`src/rtl/ps2_byte_rx_if.sv`:
```
// ps2_byte_rx_if: raw PS/2 lines in, received byte and status pulses out
interface ps2_byte_rx_if;
    logic       ps2_clk_in;
    logic       ps2_data_in;
    logic [7:0] byte_out;
    logic       byte_valid;
    logic       parity_err;
    logic       frame_err;
    logic       busy;
    modport master (output ps2_clk_in, ps2_data_in, input byte_out, byte_valid, parity_err, frame_err, busy);
    modport slave  (input ps2_clk_in, ps2_data_in, output byte_out, byte_valid, parity_err, frame_err, busy);
endinterface

```
`src/rtl/ps2_byte_rx.sv`:
```
// ps2_byte_rx: PS/2 line deserialiser with glitch filter, parity/stop checks and frame timeout
module ps2_byte_rx #(
    parameter int FILTER_LEN     = 4,
    parameter int TIMEOUT_CYCLES = 2000
) (
    input logic          clk,
    input logic          reset_n,
    ps2_byte_rx_if.slave bus
);
    localparam logic [1:0] IDLE = 2'd0, DATA = 2'd1, PARITY = 2'd2, STOP = 2'd3;
    localparam int TW = $clog2(TIMEOUT_CYCLES + 1);
    localparam logic [4:0] FL_M1 = 5'(FILTER_LEN - 1);
    localparam logic [TW-1:0] T_M1 = TW'(TIMEOUT_CYCLES - 1);
    logic [1:0]    sync1_q, sync2_q, filt_q, filt_d;
    logic [4:0]    fcnt_q [2];
    logic [4:0]    fcnt_d [2];
    logic          fall_q;
    logic [1:0]    state_q, state_d;
    logic [2:0]    bcnt_q, bcnt_d;
    logic [7:0]    shift_q, shift_d, byte_q, byte_d;
    logic          par_q, par_d;
    logic [TW-1:0] tmo_q, tmo_d;
    logic          valid_q, valid_d, perr_q, perr_d, ferr_q, ferr_d;
    logic          sample;
    // index 0 is the clock line, index 1 the data line
    for (genvar i = 0; i < 2; i++) begin : g_filt
        assign fcnt_d[i] = (sync2_q[i] == filt_q[i] || fcnt_q[i] == FL_M1) ? 5'd0 : fcnt_q[i] + 5'd1;
        assign filt_d[i] = (sync2_q[i] != filt_q[i] && fcnt_q[i] == FL_M1) ? sync2_q[i] : filt_q[i];
    end
    assign sample = filt_q[1];
    // synchronise, filter and strobe filtered clock falling edges; lines idle high
    always_ff @(posedge clk or negedge reset_n) begin
        if (!reset_n) begin
            sync1_q <= 2'b11;
            sync2_q <= 2'b11;
            filt_q  <= 2'b11;
            fcnt_q  <= '{default: 5'd0};
            fall_q  <= 1'b0;
        end else begin
            sync1_q <= {bus.ps2_data_in, bus.ps2_clk_in};
            sync2_q <= sync1_q;
            filt_q  <= filt_d;
            fcnt_q  <= fcnt_d;
            fall_q  <= filt_q[0] & ~filt_d[0];
        end
    end
    // frame state machine; a fall always beats a coincident timeout
    always_comb begin
        state_d = state_q;
        bcnt_d  = bcnt_q;
        shift_d = shift_q;
        par_d   = par_q;
        byte_d  = byte_q;
        tmo_d   = '0;
        valid_d = 1'b0;
        perr_d  = 1'b0;
        ferr_d  = 1'b0;
        if (fall_q) begin
            case (state_q)
                IDLE: begin
                    state_d = sample ? IDLE : DATA;
                    bcnt_d  = 3'd0;
                end
                DATA: begin
                    shift_d[bcnt_q] = sample;
                    bcnt_d          = bcnt_q + 3'd1;
                    state_d         = (bcnt_q == 3'd7) ? PARITY : DATA;
                end
                PARITY: begin
                    par_d   = sample;
                    state_d = STOP;
                end
                default: begin
                    state_d = IDLE;
                    ferr_d  = ~sample;
                    valid_d = sample & (^{shift_q, par_q});
                    perr_d  = sample & ~(^{shift_q, par_q});
                    byte_d  = valid_d ? shift_q : byte_q;
                end
            endcase
        end else if (state_q != IDLE) begin
            ferr_d  = (tmo_q == T_M1);
            state_d = ferr_d ? IDLE : state_q;
            tmo_d   = ferr_d ? '0 : tmo_q + TW'(1);
        end
    end
    // frame state and registered outputs
    always_ff @(posedge clk or negedge reset_n) begin
        if (!reset_n) begin
            state_q <= IDLE;
            bcnt_q  <= 3'd0;
            shift_q <= 8'h00;
            par_q   <= 1'b0;
            byte_q  <= 8'h00;
            tmo_q   <= '0;
            valid_q <= 1'b0;
            perr_q  <= 1'b0;
            ferr_q  <= 1'b0;
        end else begin
            state_q <= state_d;
            bcnt_q  <= bcnt_d;
            shift_q <= shift_d;
            par_q   <= par_d;
            byte_q  <= byte_d;
            tmo_q   <= tmo_d;
            valid_q <= valid_d;
            perr_q  <= perr_d;
            ferr_q  <= ferr_d;
        end
    end
    assign bus.byte_out   = byte_q;
    assign bus.byte_valid = valid_q;
    assign bus.parity_err = perr_q;
    assign bus.frame_err  = ferr_q;
    assign bus.busy       = (state_q != IDLE);
endmodule

```
`src/flat_wrapper.sv`:
```
// flat-port wrapper written by rule: the top's interface ports become plain ports
module ps2_byte_rx_flat 
#(
    parameter int FILTER_LEN     = 4,
    parameter int TIMEOUT_CYCLES = 2000
)
  (clk, reset_n, bus_ps2_clk_in, bus_ps2_data_in, bus_byte_out, bus_byte_valid, bus_parity_err, bus_frame_err, bus_busy);
  ps2_byte_rx_if bus_i ();
  input logic clk;
  input logic reset_n;
  input wire logic [$bits(bus_i.ps2_clk_in)-1:0] bus_ps2_clk_in;
  input wire logic [$bits(bus_i.ps2_data_in)-1:0] bus_ps2_data_in;
  output wire logic [$bits(bus_i.byte_out)-1:0] bus_byte_out;
  output wire logic [$bits(bus_i.byte_valid)-1:0] bus_byte_valid;
  output wire logic [$bits(bus_i.parity_err)-1:0] bus_parity_err;
  output wire logic [$bits(bus_i.frame_err)-1:0] bus_frame_err;
  output wire logic [$bits(bus_i.busy)-1:0] bus_busy;
  assign bus_i.ps2_clk_in = bus_ps2_clk_in;
  assign bus_i.ps2_data_in = bus_ps2_data_in;
  assign bus_byte_out = bus_i.byte_out;
  assign bus_byte_valid = bus_i.byte_valid;
  assign bus_parity_err = bus_i.parity_err;
  assign bus_frame_err = bus_i.frame_err;
  assign bus_busy = bus_i.busy;
  ps2_byte_rx #(.FILTER_LEN(FILTER_LEN), .TIMEOUT_CYCLES(TIMEOUT_CYCLES)) u_core (.clk(clk), .reset_n(reset_n), .bus(bus_i));
endmodule
```
`config.mk`:
```
export PLATFORM = sky130hd
export DESIGN_NAME = ps2_byte_rx_flat
export DESIGN_NICKNAME = d
export VERILOG_FILES = /design/src/rtl/ps2_byte_rx_if.sv /design/src/rtl/ps2_byte_rx.sv /design/src/flat_wrapper.sv
export SDC_FILE = /design/constraint.sdc
export NUM_CORES = 1
export LEC_CHECK = 0
export CAP_MARGIN = 10
export CORE_MARGIN = 1.5
export CORE_UTILIZATION = 52
export CTS_CLUSTER_SIZE = 16
export DETAILED_ROUTE_END_ITERATION = 8
export PLACE_DENSITY = 0.75
export SETUP_SLACK_MARGIN = 0.1
export SLEW_MARGIN = 25
export SYNTH_ARGS = -nofsm -noshare
export SYNTH_HDL_FRONTEND = slang
export SYNTH_SLANG_ARGS = --single-unit
```
`constraint.sdc`:
```
create_clock -name clk -period 1.8 [get_ports clk]
set_input_delay 0.45 -clock clk [delete_from_list [all_inputs] [get_ports clk]]
set_output_delay 0.45 -clock clk [all_outputs]
set_load 0.005 [all_outputs]
```
==> results of run 1 <==
[Yosys cell counts, drive strengths merged]
master	instances	share of area, %
dfrtp	47	50
xnor2	13	5.2
o211ai	1	0.32
nand3	9	1.9
ha	5	2.7
xor2	9	3.4
inv	6	0.97
nand4b	1	0.38
mux2i	1	0.97
o31ai	1	0.32
nor3	2	0.43
a31oi	2	0.54
clkbuf	6	0.97
nor2	27	4.3
dfstp	6	6.8
nor3b	4	1.3
and3	6	1.6
nor4b	1	0.38
a21oi	5	1.1
and4	1	0.38
nand2b	3	0.80
nand4	2	0.54
a21o	1	0.32
mux2	12	5.8
o21ai	14	3.0
nand2	22	3.5
or4b	1	0.43
o22ai	1	0.27
nand3b	3	0.97
[routing by layer]
layer | routed length (um) | GRT usage, % | vias to the layer above
met5 | 0 | 0 | -
met3 | 120 | 4.76 | 4
li1 | - | - | 785
met1 | 1880 | 23.7 | 766
met2 | 1960 | 31.0 | 16
met4 | 45 | 5.77 | 0
[per-stage QoR]
| step | cell area (um2) | TNS (ps) | hold WS, ps | std cells | utilization (%) |
|---|---|---|---|---|---|
| after floorplan | 2330 | -261 | 154 | 212 | - |
| after global placement | 2650 | -528 | 346 | 289 | 61.3 |
| after detailed placement | 2650 | -715 | 351 | 289 | 61.3 |
| after CTS | 2880 | -362 | 65.7 | 300 | 66.5 |
| after global routing | 2920 | -1410 | 71.0 | 301 | 67.4 |
| final | 2920 | -558 | 59.3 | 301 | 67.4 |
[timing repair]
item / in CTS / in global routing
setup endpoints to repair: 8 / 21
gates resized for setup: 13 / 9
hold buffers: 0 / 0
pin swaps: 3 / 3
setup buffers: 3 / 1
[path summary, 6_finish.rpt]
kind	endpoint	startpoint	slack, ps	cells after the start
worst min-delay path	u_core.tmo_q[3]	reset_n	60	1
max in group asynchronous	u_core.sync1_q[0]	reset_n	1180	2
worst min register to register	u_core.sync2_q[1]	u_core.sync1_q[1]	360	0
worst max-delay path	u_core.bus.byte_out[6]	u_core.shift_q[3]	-90	6
worst max register to register	u_core.bus.byte_out[6]	u_core.shift_q[3]	-90	6
min in group clk	u_core.sync2_q[1]	u_core.sync1_q[1]	360	0
[flip-flops by register name, indices dropped and copies added (netlist names), 2 cells and up]
name	count
u_core.filt_q	2
u_core.bcnt_q	3
u_core.sync1_q	2
u_core.shift_q	8
u_core.bus.byte_out	8
u_core.tmo_q	11
u_core.state_q	2
u_core.fcnt_q	10
u_core.sync2_q	2
[final cells by class]
cell class,instances,area (um2)
Timing Repair Buffer,35,325
Clock buffer,5,68.8
Fill cell,327,1410
Clock inverter,3,65.1
Sequential cell,53,1330
Tap cell,52,65.1
Multi-Input combinational cell,147,1040
Inverter,6,22.5
[power by group]
group / internal [mW] / switching, mW / total, mW
registers: 1.34 / 0.111 / 1.45
logic: 0.315 / 0.364 / 0.680
clock network: 0.552 / 0.377 / 0.929
[logic make-up after synthesis]
group                      count (synthesis)  share of synthesized area [%]
muxes                                     13                           6.76
AOI/OAI and AO/OA                         25                           5.85
xor gates and xnor gates                  22                           8.58
adders and majority gates                  5                           2.68
and+or+nand+nor                           82                           17.0
DFF                                       53                           57.2
buffers and inverters                     12                           1.93
==> flow_metrics.py, run 1 <==
metrics = {
    "outcome": {
        "violations": "setup timing",
        "status": "complete, but fails checks",
    },
    "drt": {
        "dr.pass1.iters": 4,
        "routed_wl_mm": 4.01,
        "ant_nets": 0,
        "viasPerCell": 5.22,
        "wire_per_inst_um": 13.3,
        "first_iter_violations": 87,
        "num_vias": 1571,
        "post-route-drc-count": 0,
    },
    "sta": {
        "timing.final.crit_share_pct": 105,
        "tightest_slew_ps": 404,
        "rsz0062_at_grt": "yes",
        "fin_crit_ps": 1890,
        "finalSetupViolCount": 7,
        "clock_skew_ps": 7.76,
        "hold_viol_final": 0,
        "setup_slack_ps": -85.5,
        "clock.fmax_mhz": 530,
        "slew-limit-headroom_pct": 72.7,
        "slew_viol_final": 0,
    },
    "yosys": {
        "synth_seq_area_share_pct": 57.2,
        "ys_types": 30,
        "synthCells": 212,
        "synth_nets": 221,
        "ys_ff_latch": 53,
        "synth_area_per_cell_um2": 11.0,
        "yosys_warnings": 0,
        "synth_area_um2": 2330,
    },
    "die": {
        "die-area_um2": 4900,
        "die_y_um": 70.0,
        "num_rows": 24,
        "core_region_area_um2": 4320,
        "start_util_pct": 53.9,
        "die_x_um": 70.0,
        "ios": 16,
    },
    "clock_tree": {
        "insertion_delay_ps": 310,
        "cts_inserted_buffers": 5,
        "cts.clk_slew.worst_paths_ps": 90,
        "cts.sinks": 53,
        "cts_tree": "done",
        "cts_buffer_depth": 2,
        "cts-root-buf": "clkbuf_8",
        "ctsHtreeMaxLevel": 2,
    },
    "power": {
        "p_per_area_nw_per_um2": 1050,
        "leakage_nw": 1.35,
        "ir_worst_vdd_uv": 507,
        "total_power_mw": 3.06,
    },
    "place": {
        "place.gp.congestion": 0.781,
        "pre_cts_ws_ps": -108,
        "dp_hpwl_mm": 2.75,
        "portBuffers": 15,
    },
    "finish": {
        "fin_nets": 257,
        "layout_commonest_cell": "dfrtp_1",
        "area_growth_pct": 25.1,
        "n_antenna_cell": 0,
        "final_cell_mix": "dfrtp_1 (47), nor2_1 (26), nand2_1 (20), buf_4 (17), o21ai_0 (14)",
        "layout-drive-gt1-share_pct": 24.1,
    },
    "worst_setup_path": {
        "max_stage_delay_ps": 410,
        "path_cells": "xnor2_1, xnor2_1, xnor2_2, mux2i_4, buf_12, mux2_4",
        "cp_top_family": "XOR/XNOR gates",
        "cp-start-kind": "register",
        "path_buf_inv": 1,
        "critPathMaxFanout": 8,
        "end_kind": "register",
        "cpMostUsedCell": "xnor2_1",
        "critPathRequiredTime_ps": 2000,
        "cp.arrival_ps": 2090,
        "cpMaxStageDelayCell": "dfrtp_1",
        "path_class": "register to register",
    },
    "global_routing": {
        "first_global_vias": 1584,
        "grt_pass1_wl_mm": 7.14,
        "grt_util_all_layers_pct": 18.5,
        "antenna_found_initial": 0,
        "grt_start_max_net_pins": 29,
        "grt_remaining_overflow": 0,
    },
    "run": {
        "cap_violations": 0,
    },
    "min_path": {
        "hp-class": "input pin to asynchronous set/reset pin",
    },
}
Note: power is estimated with default switching activity, not from simulation.
==> inputs of run 2 (changes only) <==
--- a/config.mk
+++ b/config.mk
@@ -5,6 +5,7 @@
 export SDC_FILE = /design/constraint.sdc
 export NUM_CORES = 1
 export LEC_CHECK = 0
+export ABC_AREA = 0
 export CAP_MARGIN = 10
 export CORE_MARGIN = 1.5
 export CORE_UTILIZATION = 52
==> results of run 2 <==
Same layout as run 1: the final DEF is identical, and so are final timing and power.
